### src/rtl/sram_arb_pkg.sv
// Shared types for the CPU/DMA SRAM arbiter: FSM state encoding and master IDs.
package sram_arb_pkg;

  typedef enum logic [2:0] {
    IDLE    = 3'd0,
    CPU_ACC = 3'd1,
    CPU_ACK = 3'd2,
    DMA_ACC = 3'd3,
    DMA_ACK = 3'd4
  } state_t;

  localparam logic CPU = 1'b0;
  localparam logic DMA = 1'b1;

endpackage

### src/rtl/sram_arb_pick.sv
// Combinational arbitration decision: round-robin on ties, with a bounded DMA lock.
module sram_arb_pick
  import sram_arb_pkg::*;
#(
  parameter int MAX_BURST = 4,
  parameter int CW        = $clog2(MAX_BURST + 1)
) (
  input  logic          cpu_req,
  input  logic          dma_req,
  input  logic          last_grant,
  input  logic          dma_lock,
  input  logic [CW-1:0] burst_cnt,
  output logic          grant_valid,
  output logic          grant_id,
  output logic          lock_active
);

  // The lock only holds while DMA owns the bus and its burst budget is not spent.
  assign lock_active = dma_lock && (last_grant == DMA) && (burst_cnt < CW'(MAX_BURST));

  always_comb begin
    grant_valid = 1'b0;
    grant_id    = CPU;
    if (cpu_req && dma_req) begin
      grant_valid = 1'b1;
      grant_id    = lock_active ? DMA : ~last_grant;
    end else if (cpu_req) begin
      grant_valid = 1'b1;
      grant_id    = CPU;
    end else if (dma_req) begin
      grant_valid = 1'b1;
      grant_id    = DMA;
    end
  end

endmodule

### src/rtl/sram_arbiter.sv
// Serializes one-word CPU and DMA transactions onto the single-port SRAM.
// Handshake: a master holds req with a stable command until its one-cycle ack pulse.
module sram_arbiter
  import sram_arb_pkg::*;
#(
  parameter int AW        = 8,
  parameter int DW        = 32,
  parameter int MAX_BURST = 4
) (
  input  logic          clk,
  input  logic          rst,
  input  logic          cpu_req,
  input  logic          cpu_we,
  input  logic [AW-1:0] cpu_addr,
  input  logic [DW-1:0] cpu_wdata,
  output logic [DW-1:0] cpu_rdata,
  output logic          cpu_ack,
  input  logic          dma_req,
  input  logic          dma_we,
  input  logic [AW-1:0] dma_addr,
  input  logic [DW-1:0] dma_wdata,
  output logic [DW-1:0] dma_rdata,
  output logic          dma_ack,
  input  logic          dma_lock,
  output logic [AW-1:0] sram_addr,
  output logic [DW-1:0] sram_wdata,
  output logic          sram_we,
  output logic          sram_re,
  input  logic [DW-1:0] sram_rdata,
  output logic          busy,
  output state_t        dbg_state
);

  localparam int CW = $clog2(MAX_BURST + 1);

  state_t        state;
  state_t        state_nxt;
  logic          last_grant;
  logic [CW-1:0] burst_cnt;

  logic          pick_cpu_req;
  logic          pick_dma_req;
  logic          grant_valid;
  logic          grant_id;
  logic          lock_active;
  logic          grant_take;

  // The owner of the current ack is dropping req next cycle, so it never re-wins here.
  assign pick_cpu_req = cpu_req && (state != CPU_ACK);
  assign pick_dma_req = dma_req && (state != DMA_ACK);

  sram_arb_pick #(
    .MAX_BURST (MAX_BURST),
    .CW        (CW)
  ) u_pick (
    .cpu_req     (pick_cpu_req),
    .dma_req     (pick_dma_req),
    .last_grant  (last_grant),
    .dma_lock    (dma_lock),
    .burst_cnt   (burst_cnt),
    .grant_valid (grant_valid),
    .grant_id    (grant_id),
    .lock_active (lock_active)
  );

  always_comb begin
    state_nxt  = state;
    grant_take = 1'b0;
    case (state)
      IDLE: begin
        if (grant_valid) begin
          grant_take = 1'b1;
          state_nxt  = (grant_id == DMA) ? DMA_ACC : CPU_ACC;
        end
      end
      CPU_ACC: state_nxt = CPU_ACK;
      DMA_ACC: state_nxt = DMA_ACK;
      CPU_ACK: begin
        // Only DMA can be granted here; handing over costs no idle cycle.
        if (grant_valid) begin
          grant_take = 1'b1;
          state_nxt  = DMA_ACC;
        end else begin
          state_nxt = IDLE;
        end
      end
      DMA_ACK: begin
        // A live lock keeps the CPU off the bus; DMA re-arbitrates through IDLE.
        if (grant_valid && !lock_active) begin
          grant_take = 1'b1;
          state_nxt  = CPU_ACC;
        end else begin
          state_nxt = IDLE;
        end
      end
      default: state_nxt = IDLE;
    endcase
  end

  always_ff @(posedge clk) begin
    if (!rst) begin
      state      <= IDLE;
      last_grant <= DMA;
      burst_cnt  <= '0;
    end else begin
      state <= state_nxt;
      if (grant_take) begin
        last_grant <= grant_id;
      end
      if (!dma_lock) begin
        burst_cnt <= '0;
      end else if (grant_take) begin
        if (grant_id == CPU) begin
          burst_cnt <= '0;
        end else if (burst_cnt != CW'(MAX_BURST)) begin
          burst_cnt <= burst_cnt + CW'(1);
        end
      end
    end
  end

  // Strobes are qualified by rst so an access cut short by reset never touches the SRAM.
  always_comb begin
    sram_addr  = '0;
    sram_wdata = '0;
    sram_we    = 1'b0;
    sram_re    = 1'b0;
    case (state)
      CPU_ACC: begin
        sram_addr  = cpu_addr;
        sram_wdata = cpu_wdata;
        sram_we    = cpu_we & rst;
        sram_re    = ~cpu_we & rst;
      end
      DMA_ACC: begin
        sram_addr  = dma_addr;
        sram_wdata = dma_wdata;
        sram_we    = dma_we & rst;
        sram_re    = ~dma_we & rst;
      end
      default: ;
    endcase
  end

  assign cpu_ack   = (state == CPU_ACK);
  assign dma_ack   = (state == DMA_ACK);
  assign cpu_rdata = cpu_ack ? sram_rdata : '0;
  assign dma_rdata = dma_ack ? sram_rdata : '0;
  assign busy      = (state != IDLE);
  assign dbg_state = state;

  a_acks_exclusive : assert property (@(posedge clk) disable iff (!rst) !(cpu_ack && dma_ack));
  a_strobes_exclusive : assert property (@(posedge clk) disable iff (!rst) !(sram_we && sram_re));
  a_idle_quiet : assert property (@(posedge clk) disable iff (!rst)
    (state == IDLE) |-> (!sram_we && !sram_re && !cpu_ack && !dma_ack));

endmodule

### config.mk
export PLATFORM = sky130hd
export DESIGN_NAME = sram_arbiter
export DESIGN_NICKNAME = d
export VERILOG_FILES = /design/src/rtl/sram_arb_pkg.sv /design/src/rtl/sram_arb_pick.sv /design/src/rtl/sram_arbiter.sv
export SDC_FILE = /design/constraint.sdc
export NUM_CORES = 1
export LEC_CHECK = 0
export CAP_MARGIN = 20
export CORE_AREA = 2 2 90 92
export DETAILED_ROUTE_END_ITERATION = 10
export DIE_AREA = 0 0 92 94
export GPL_ROUTABILITY_DRIVEN = 0
export PLACE_DENSITY = 0.7
export SYNTH_ARGS = -nofsm -noshare
export SYNTH_HDL_FRONTEND = slang
export SYNTH_SLANG_ARGS = --single-unit
### constraint.sdc
create_clock -name clk -period 2.9 [get_ports clk]
set_input_delay 0.58 -clock clk [delete_from_list [all_inputs] [get_ports clk]]
set_output_delay 0.58 -clock clk [all_outputs]
set_load 0.01 [all_outputs]
Word level (Yosys, flattened, before mapping):

Index checks and enable logic that the tools add are counted.

* output and inout port bits: 112
* register bits: 7
* bits of input ports: 119

* add/sub/neg operators: 1
* equal/unequal tests: 9
* $lt $le $gt $ge: 1
* bitwise gates (word level): 7
* mux-type cells: 22
* reductions and logical operators: 12

Operators with widths (number)
* 32-bit 2-to-1 mux: 2
* 32-bit case mux with 2 select lines: 1
* 8-bit case mux with 2 select lines: 1
* 3-bit case mux with 5 select lines: 1
* 1-bit 2-to-1 mux: 9
* 3-bit 2-to-1 mux: 3
* 3-bit by 2-bit equality test with 1-bit output, second input constant: 2
* 1-bit logical AND: 6
* 3-bit inequality test, second input constant: 2
* 1-bit case mux with 2 select lines: 3
* 1-bit bitwise AND: 4
* 2-bit 2-to-1 mux: 2
* 2-bit AND reduction: 2
* 3-bit by 1-bit adder with 3-bit output, second input constant: 1
* 3-bit by 1-bit equality test with 1-bit output, second input constant: 1
* 3-bit equality test, second input constant: 1
* 3-bit logical NOT: 1
* 3-bit less-than comparator, second input constant: 1
* 3-bit by 2-bit inequality test with 1-bit output, second input constant: 1
* 1-bit inverter: 3
* 3-bit nonzero test: 1
* 2-bit by 1-bit inequality test with 1-bit output, second input constant: 1
* 2-bit inequality test, second input constant: 1
* 2-bit OR reduction: 1
* 1-bit logical NOT: 1

Logic depth before layout (Yosys ltp):

Gate-level depths: netlist of run 1.

* depth after elaboration: 9
* mapped depth: 5

By module:

Synthesis of run 1 repeated with hierarchy kept, for this count alone.

* cells, all modules: 175
* area, all modules: 1312.5 um^2

Modules (own cells, without submodules)
* sram_arbiter: area each 1260.0 um^2, times used 1, cells each 169
* sram_arb_pick: area each 52.6 um^2, times used 1, cells each 6

Least setup slack after synthesis of run 1:

Ideal clock, no wire load.

* path kind: reg2out
* start: register state[1] (netlist: dbg_state[1])
* end: output port dma_rdata[22]
* slack: 1.043 ns
* cell stages (with the launch flop): 6
* arrival time: 1.277 ns
* cells stage by stage: dfxtp_1 > buf_6 > or3b_4 > inv_2 > buf_2 > and2_1

* cells in the longest elaborated chain, start to end: 2

RTL lines
* from (decl): line sram_arbiter.sv:36 `state_t state;`
* from (signal assigned): line sram_arbiter.sv:106 `state <= state_nxt;`
* 3-bit equality test: line sram_arbiter.sv:146 `assign dma_ack = (state == DMA_ACK);`
* via dma_ack: line sram_arbiter.sv:23 `output logic dma_ack,`
* 32-bit 2-to-1 mux: line sram_arbiter.sv:148 `assign dma_rdata = dma_ack ? sram_rdata : '0;`
* to (decl): line sram_arbiter.sv:22 `output logic [DW-1:0] dma_rdata,`

The timed path passes the listed nets, and every way through them passes these cells.

Worst setup path in the final report of run 1:

* start: register state[1] (netlist: dbg_state[1])
* end: output port sram_addr[4]

* cells in the longest elaborated chain, start to end: 2
* elaborated cells between the ends (all ways): 3
* classes of those cells: eq/ne: 2; mux: 1

RTL lines
* 3-bit by 2-bit equality test with 1-bit output / 3-bit by 1-bit equality test with 1-bit output (equally long branches): line sram_arbiter.sv:128 `case (state)`
* 8-bit case mux with 2 select lines *: line sram_arbiter.sv:128
* to (decl): line sram_arbiter.sv:25 `output logic [AW-1:0] sram_addr,`

Every way passes the cells marked *; elsewhere a longest branch is shown, timed or not.

==> results.txt, run 1 <==
----------------------------------------------------
[Setup path]
  Startpoint Class ... register
  Worst-case reg-to-reg path depth ... 5
  Worst path arrival time ... 2.12 ns
  Worst reg2reg path endpoint ... burst_cnt[1]$_SDFFE_PN0P_
  Sort of element at the end of the critical path ... output port
  Worst reg2reg startpoint ... dbg_state[1]$_SDFFE_PN0P_
  Internal reg-to-reg setup slack ... 1.08 ns
  Worst-path maximum fanout ... 40
  Data required time of the critical path ... 2.32 ns
  Start-to-end type of the worst setup path ... reg -> out

[Routing]
  Number of iterations in the first detailed-routing pass ... 4
  Drt total wl ... 7.21 mm
  Routed WL per cell ... 14.4 microns
  Number of DRC violations after detailed routing ... 0
  Routed via count ... 2172
  Drt initial violations ... 27
  Number of nets with antenna violations after detailed routing ... 0
  Vias per cell ... 4.34

[Job]
  Number of max-cap violations ... 0

[Timing]
  Slack of the critical path ... 0.198 ns
  # setup viols final ... 0
  Unrepaired setup endpoints after global routing ... false
  Max Slew Vio Count ... 0
  Final worst-path cycle share ... 93.2%
  Highest attainable clock frequency ... 370 MHz
  Worst hold-check slack ... 0.510 ns
  Final number of hold-violating endpoints ... 0
  Setup clock skew after layout ... 0.00260 ns
  Accumulated negative setup slack ... 0 ns
  Min Tclk post-route ... 2.70 ns
  Worst rel slew slack ... 69.6%
  Slew at the pin with the worst max-slew slack ... 0.455 ns

[Clocking]
  Largest buffer count on any clock path ... 2
  Total clock sinks ... 7
  Clock-pin slew on the worst setup and hold paths ... 0.04 ns
  Root buffer cell ... clkbuf_8
  Number of buffers created by CTS ... 3
  H-tree levels ... 1
  CTS tree ... yes
  Clock network latency to the later pin of the worst-skew pair ... 0.22 ns

[Final layout]
  Commonest non-fill, non-tap cell in the layout ... clkdlybuf4s50_1
  Post-layout nets ... 520
  Area added between synthesis and finish ... 182%
  Final instance area ... 3810 sq um
  Finished Layout Cells ... 500
  Most used cells in the layout excluding fill and tap cells ... clkdlybuf4s50_1 (230), and2_1 (64), a22o_1 (40)
  Antenna diodes ... 0
  Share of post-route cells with drive strength above 1 ... 4.52%

[Min path]
  Path type of the worst min-delay path ... reg -> reg
  Hold path startpoint ... last_grant$_SDFFE_PN1P_
  Worst Hold Path Cells ... 2
  Hold worst-path end ... last_grant$_SDFFE_PN1P_

[Power and ir drop]
  Static leakage power ... 0.00143 uW
  Net switching share of the total power ... 32.5%
  Internal cell power ... 633 uW
  Logic gate share of total power ... 72.6%
  Switch Pwr ... 304 uW
  Part of the power in the clock network ... 14.4%
  P per Cell Area ... 246 nW/um^2
  Peak supply drop ... 0.243 mV
  Sequential share of power ... 12.9%

[Synth]
  Nets in the synthesized netlist ... 298
  Top cell type by total area after synthesis ... and2_1
  Part of the Yosys area used for sequential elements ... 10.4%
  Area share of the leading cell type in the synthesized netlist ... 29.6%
  Largest cells by area after synthesis ... and2_1 (30%), a22o_1 (26%), dfxtp_1 (10%), buf_2 (4.8%), nand2_1 (1.9%)
  Post-synthesis cell area ... 1350 sq um
  Post-synthesis average cell area ... 7.64 sq um
  Number of distinct library cells after synthesis ... 37
  Flip-flop and latch count after synthesis ... 7
  Yosys warns ... 0
  Cell count after synthesis ... 177

[GRT]
  Overall routing resource usage ... 14.5%
  Vias in the first global route ... 1989
  Global-route wire length before repair ... 10.3 mm
  Number of antenna violations at the first check in global routing ... 0
  Congestion Overflow GR ... 0
  Maximum number of pins on one net before global-route repair ... 41

[Floorplanning]
  Die span in x ... 92 microns
  Total I/O pin count ... 231
  Standard cell core area ... 7610 sq um
  Starting Density ... 17.8%
  Die span in y ... 94 microns
  Floorplan die area ... 8650 sq um
  Core Rows ... 32

[Placement]
  DP Cell Count ... 496
  Half-perimeter wire length of the detailed placement result ... 6.01 mm
  Number of buffers added on ports ... 230
  Area after DPL ... 3760 sq um
  Placement Setup Slack ... 0.343 ns

[Status]
  Status ... complete, no violations

----------------------------------------------------
metrics by stage:
| stage | utilization (%) | total power, uW |
|---|---|---|
| floorplan | - | 374 |
| global placement | 49.5 | 803 |
| detailed placement | 49.5 | 807 |
| CTS | 50.0 | 950 |
| global route | 50.1 | 995 |
| finish | 50.1 | 937 |
timing repair:
item                       in CTS  in global routing
setup endpoints to repair       0                  9
buffers inserted                0                  0
resized for setup               0                  1
hold buffers                    0                  0
power by group through the flow:
stage	sequential, uW	combinational, uW	clock, uW
6_report	121	681	135
2_1_floorplan	114	260	0
3_5_place_dp	123	685	0
3_3_place_gp	122	681	0
5_1_grt	123	726	146
4_1_cts	121	688	141
final cells by class:
cell class	instances	area, sq um
tap	102	128
inverter	3	12.5
clock buffer	4	45.0
timing repair buffer	235	2360
sequential	7	140
fill	742	3800
multi-input combinational	149	1120
registers in the layout (all words and copies together), names as in the netlist:
| register | cells |
|---|---|
| last_grant | 1 |
| burst_cnt | 3 |
| dbg_state | 3 |
Yosys cell counts:
cell	instances
a22o_1	40
nor3b_2	2
a21boi_0	1
inv_2	1
nor2b_1	1
nand3_1	4
a31oi_4	1
mux2i_1	1
nand2b_1	2
a2111oi_0	1
or3_1	2
nand3b_1	1
clkbuf_1	4
and2_1	64
inv_1	2
nor4bb_1	1
nor2_1	1
nor3_1	1
o211ai_1	1
or3b_4	1
a21oi_1	3
and4b_1	2
nand2_1	7
ha_1	2
nor3b_1	1
nor4b_1	1
buf_2	13
a211o_1	1
dfxtp_1	7
or4_1	1
nand3_2	1
a211oi_2	1
o311a_4	1
o21ai_1	1
o32ai_2	1
buf_6	1
o22ai_1	1
layer usage:
metal	up-vias	share of wire, %	GRT usage, %
met5	-	0	0
met4	0	0.53	2.36
met3	4	7.6	2.81
met2	116	53	27.9
met1	966	39	16.8
li1	1086	-	-
cell families (layout without fill, tap and decap cells):
logic type	count (synthesis)	count (layout)	share of synthesized area [%]
AOI/OAI and AO/OA	53	53	35.5
adders and majority gates	2	2	1.85
buffers and inverters	21	242	7.58
DFF	7	7	10.4
muxes	1	1	0.740
and+or+nand+nor	93	93	43.9
critical path: stages, from the launching register on:
cell and delay [ns]:
dfxtp_1 0.59, nand2_1 0.17, nor2_2 0.16, buf_12 0.21
a22o_1 0.18, clkdlybuf4s50_1 0.55
worst max path at each step:
stage / from / endpoint / slack, ns / depth (start not counted)
detailed placement: dma_we / sram_we / 0.34 / 4
CTS: dbg_state[0]$_SDFFE_PN0P_ / dma_rdata[14] / 0.11 / 4
finish: dbg_state[1]$_SDFFE_PN0P_ / sram_addr[4] / 0.20 / 5
global route: dbg_state[0]$_SDFFE_PN0P_ / dma_rdata[14] / 0.04 / 4
global placement: dma_we / sram_we / 0.35 / 4
floorplan: dbg_state[1]$_SDFFE_PN0P_ / dma_rdata[22] / 1.04 / 5
Power figures use the tool's default switching activity.
==> run 2, diff against run 1 <==
SKIP_LAST_GASP = 1   (was unset)
==> results of run 2 <==
No change in the layout: final DEF, timing and power equal those of run 1.
==> run 3, diff against run 2 <==
CORE_AREA = 2 2 91 93   (was 2 2 90 92)
DIE_AREA = 0 0 93 95   (was 0 0 92 94)
PLACE_DENSITY = 0.71   (was 0.7)
clock period = 2.3 ns   (was 2.9 ns; I/O delays follow)
==> results.txt, run 3 (synthesis gave the netlist of run 1 again) <==
----------------------------------------------------
[Status]
  Status ... complete, no violations

[Min path]
  Path type of the worst min-delay path ... reg -> reg

[Clocking]
  Hold bufs inserted after CTS ... 0
  Clock network latency to the later pin of the worst-skew pair ... 0.22 ns
  Largest buffer count on any clock path ... 2
  Total clock sinks ... 7
  Root buffer cell ... clkbuf_8
  Number of buffers created by CTS ... 3
  H-tree levels ... 1
  CTS tree ... yes
  Clock-pin slew on the worst setup and hold paths ... 0.04 ns

[Power and ir drop]
  Logic gate share of total power ... 73.7%
  Switch Pwr ... 392 uW
  Internal cell power ... 801 uW
  P per Cell Area ... 300 nW/um^2
  Peak supply drop ... 0.279 mV
  Sequential share of power ... 12.0%
  Part of the power in the clock network ... 14.3%
  Static leakage power ... 0.00210 uW
  Net switching share of the total power ... 32.8%

[GRT]
  GR met2 Demand/Resource ... 26.4%
  Congestion Overflow GR ... 0
  Global-route met1 utilization ... 16.7%
  Maximum number of pins on one net before global-route repair ... 41
  Number of antenna violations at the first check in global routing ... 0
  Met3 track demand over resource ... 2.87%
  Vias in the first global route ... 2045
  Overall routing resource usage ... 14.1%
  Global-route wire length before repair ... 10.2 mm
  Layer with the highest usage ... met2

[Timing]
  Accumulated negative setup slack ... 0 ns
  Final worst-path cycle share ... 99.1%
  Highest attainable clock frequency ... 439 MHz
  Min Tclk post-route ... 2.28 ns
  Max Slew Vio Count ... 0
  Slew at the pin with the worst max-slew slack ... 0.316 ns
  Slack of the critical path ... 0.0211 ns
  # setup viols final ... 0
  Unrepaired setup endpoints after global routing ... true
  Final number of hold-violating endpoints ... 0
  Worst rel slew slack ... 78.4%
  Setup clock skew after layout ... 0.00362 ns
  Worst hold-check slack ... 0.499 ns

[Routing]
  Number of iterations in the first detailed-routing pass ... 4
  Vias per cell ... 4.35
  Number of nets with antenna violations after detailed routing ... 0
  Drt total wl ... 7.33 mm
  Number of DRC violations after detailed routing ... 0
  Routed WL per cell ... 14.3 microns
  Drt initial violations ... 30
  Routed via count ... 2235

[Final layout]
  Share of post-route cells with drive strength above 1 ... 7.33%
  Finished Layout Cells ... 514
  Register Area ... 141 sq um
  Most used cells in the layout excluding fill and tap cells ... clkdlybuf4s50_1 (156), and2_1 (64), dlygate4sd2_1 (53)
  Area added between synthesis and finish ... 194%
  Util after Layout ... 50.2%
  Post-layout nets ... 531
  Commonest non-fill, non-tap cell in the layout ... clkdlybuf4s50_1
  Antenna diodes ... 0
  Fillcell total ... 781
  Multi-input gate area ... 1120 sq um

[Placement]
  Placement Setup Slack ... -0.000879 ns
  DP Cell Count ... 504
  Number of buffers added on ports ... 230
  Half-perimeter wire length of the detailed placement result ... 5.79 mm

[Floorplanning]
  Die span in y ... 95 microns
  Core Rows ... 33
  Floorplan die area ... 8840 sq um
  Total I/O pin count ... 231
  Starting Density ... 17.1%
  Standard cell core area ... 7930 sq um
  Die span in x ... 93 microns

[Setup path]
  Startpoint Class ... register
  Internal reg-to-reg setup slack ... 0.75 ns
  Worst setup startpoint ... dbg_state[2]$_SDFFE_PN0P_
  Data required time of the critical path ... 1.84 ns
  Worst reg2reg startpoint ... dbg_state[2]$_SDFFE_PN0P_
  Worst-case reg-to-reg path depth ... 6
  Worst-path maximum fanout ... 34
  Worst path arrival time ... 1.82 ns
  Sort of element at the end of the critical path ... output port
  CP endpoint ... cpu_rdata[3]
  Start-to-end type of the worst setup path ... reg -> out
  Worst reg2reg path endpoint ... burst_cnt[1]$_SDFFE_PN0P_

[Job]
  Number of max-cap violations ... 0

----------------------------------------------------
[run 3: cell types whose count changed in the layout (fill, tap and decap cells not counted), sizes merged, moves of 9 or more]
cell,change
dlygate4sd2,+53
clkdlybuf4s50,-74
buf,+9
dlymetal6s2s,+21
[run 3: cell type report]
| cell class | instances | share of cell area, % |
|---|---|---|
| Sequential cell | 7 | 3.56 |
| Timing Repair Buffer | 246 | 63.4 |
| Clock buffer | 4 | 1.13 |
| Multi-Input combinational cell | 149 | 28.3 |
| Tap cell | 105 | 3.30 |
| Inverter | 3 | 0.346 |
[run 3: worst max-delay path, cell delays in order, from the launching register on]
cell and delay, ns:
dfxtp_1 0.31, buf_4 0.16, nor3b_2 0.23, buf_12 0.20
and2_1 0.14, clkdlybuf4s50_1 0.55
[run 3: metrics by stage]
step           total power, uW  instance area (sq um)
3_3_place_gp              1030                   3830
4_1_cts                   1210                   3880
5_1_grt                   1270                   3980
2_1_floorplan              471                   1350
3_5_place_dp              1030                   3830
6_report                  1190                   3980
[run 3: timing repair]
item / CTS / global route
pin swaps: 0 / 1
gates cloned: 2 / 1
buffers inserted: 2 / 1
setup endpoints to repair: 76 / 53
gates resized for setup: 55 / 23
[run 3: layer usage]
layer  routed length (microns)  part of all wire (%)  vias up
met5                         0                     0        -
met4                        19                  0.26        0
met3                       651                   8.9        2
met2                      3780                    52      110
met1                      2880                    39     1008
li1                          -                     -     1115
[run 3: power groups by stage]
stage / Sequential [uW] / Clock [uW] / Combinational (uW)
finish: 143 / 171 / 879
global route: 144 / 189 / 937
CTS: 142 / 178 / 888
detailed placement: 144 / 0 / 890
global placement: 144 / 0 / 883
floorplan: 144 / 0 / 327
[run 3: how the worst min path moves through the flow]
stage | startpoint | to | slack (ns) | depth (start not counted)
2_1_floorplan | last_grant$_SDFFE_PN1P_ | last_grant$_SDFFE_PN1P_ | 0.47 | 2
6_report | last_grant$_SDFFE_PN1P_ | last_grant$_SDFFE_PN1P_ | 0.50 | 2
3_3_place_gp | burst_cnt[0]$_SDFFE_PN0P_ | burst_cnt[0]$_SDFFE_PN0P_ | 0.49 | 2
3_5_place_dp | last_grant$_SDFFE_PN1P_ | last_grant$_SDFFE_PN1P_ | 0.49 | 2
4_1_cts | last_grant$_SDFFE_PN1P_ | last_grant$_SDFFE_PN1P_ | 0.50 | 2
5_1_grt | burst_cnt[0]$_SDFFE_PN0P_ | burst_cnt[0]$_SDFFE_PN0P_ | 0.54 | 2
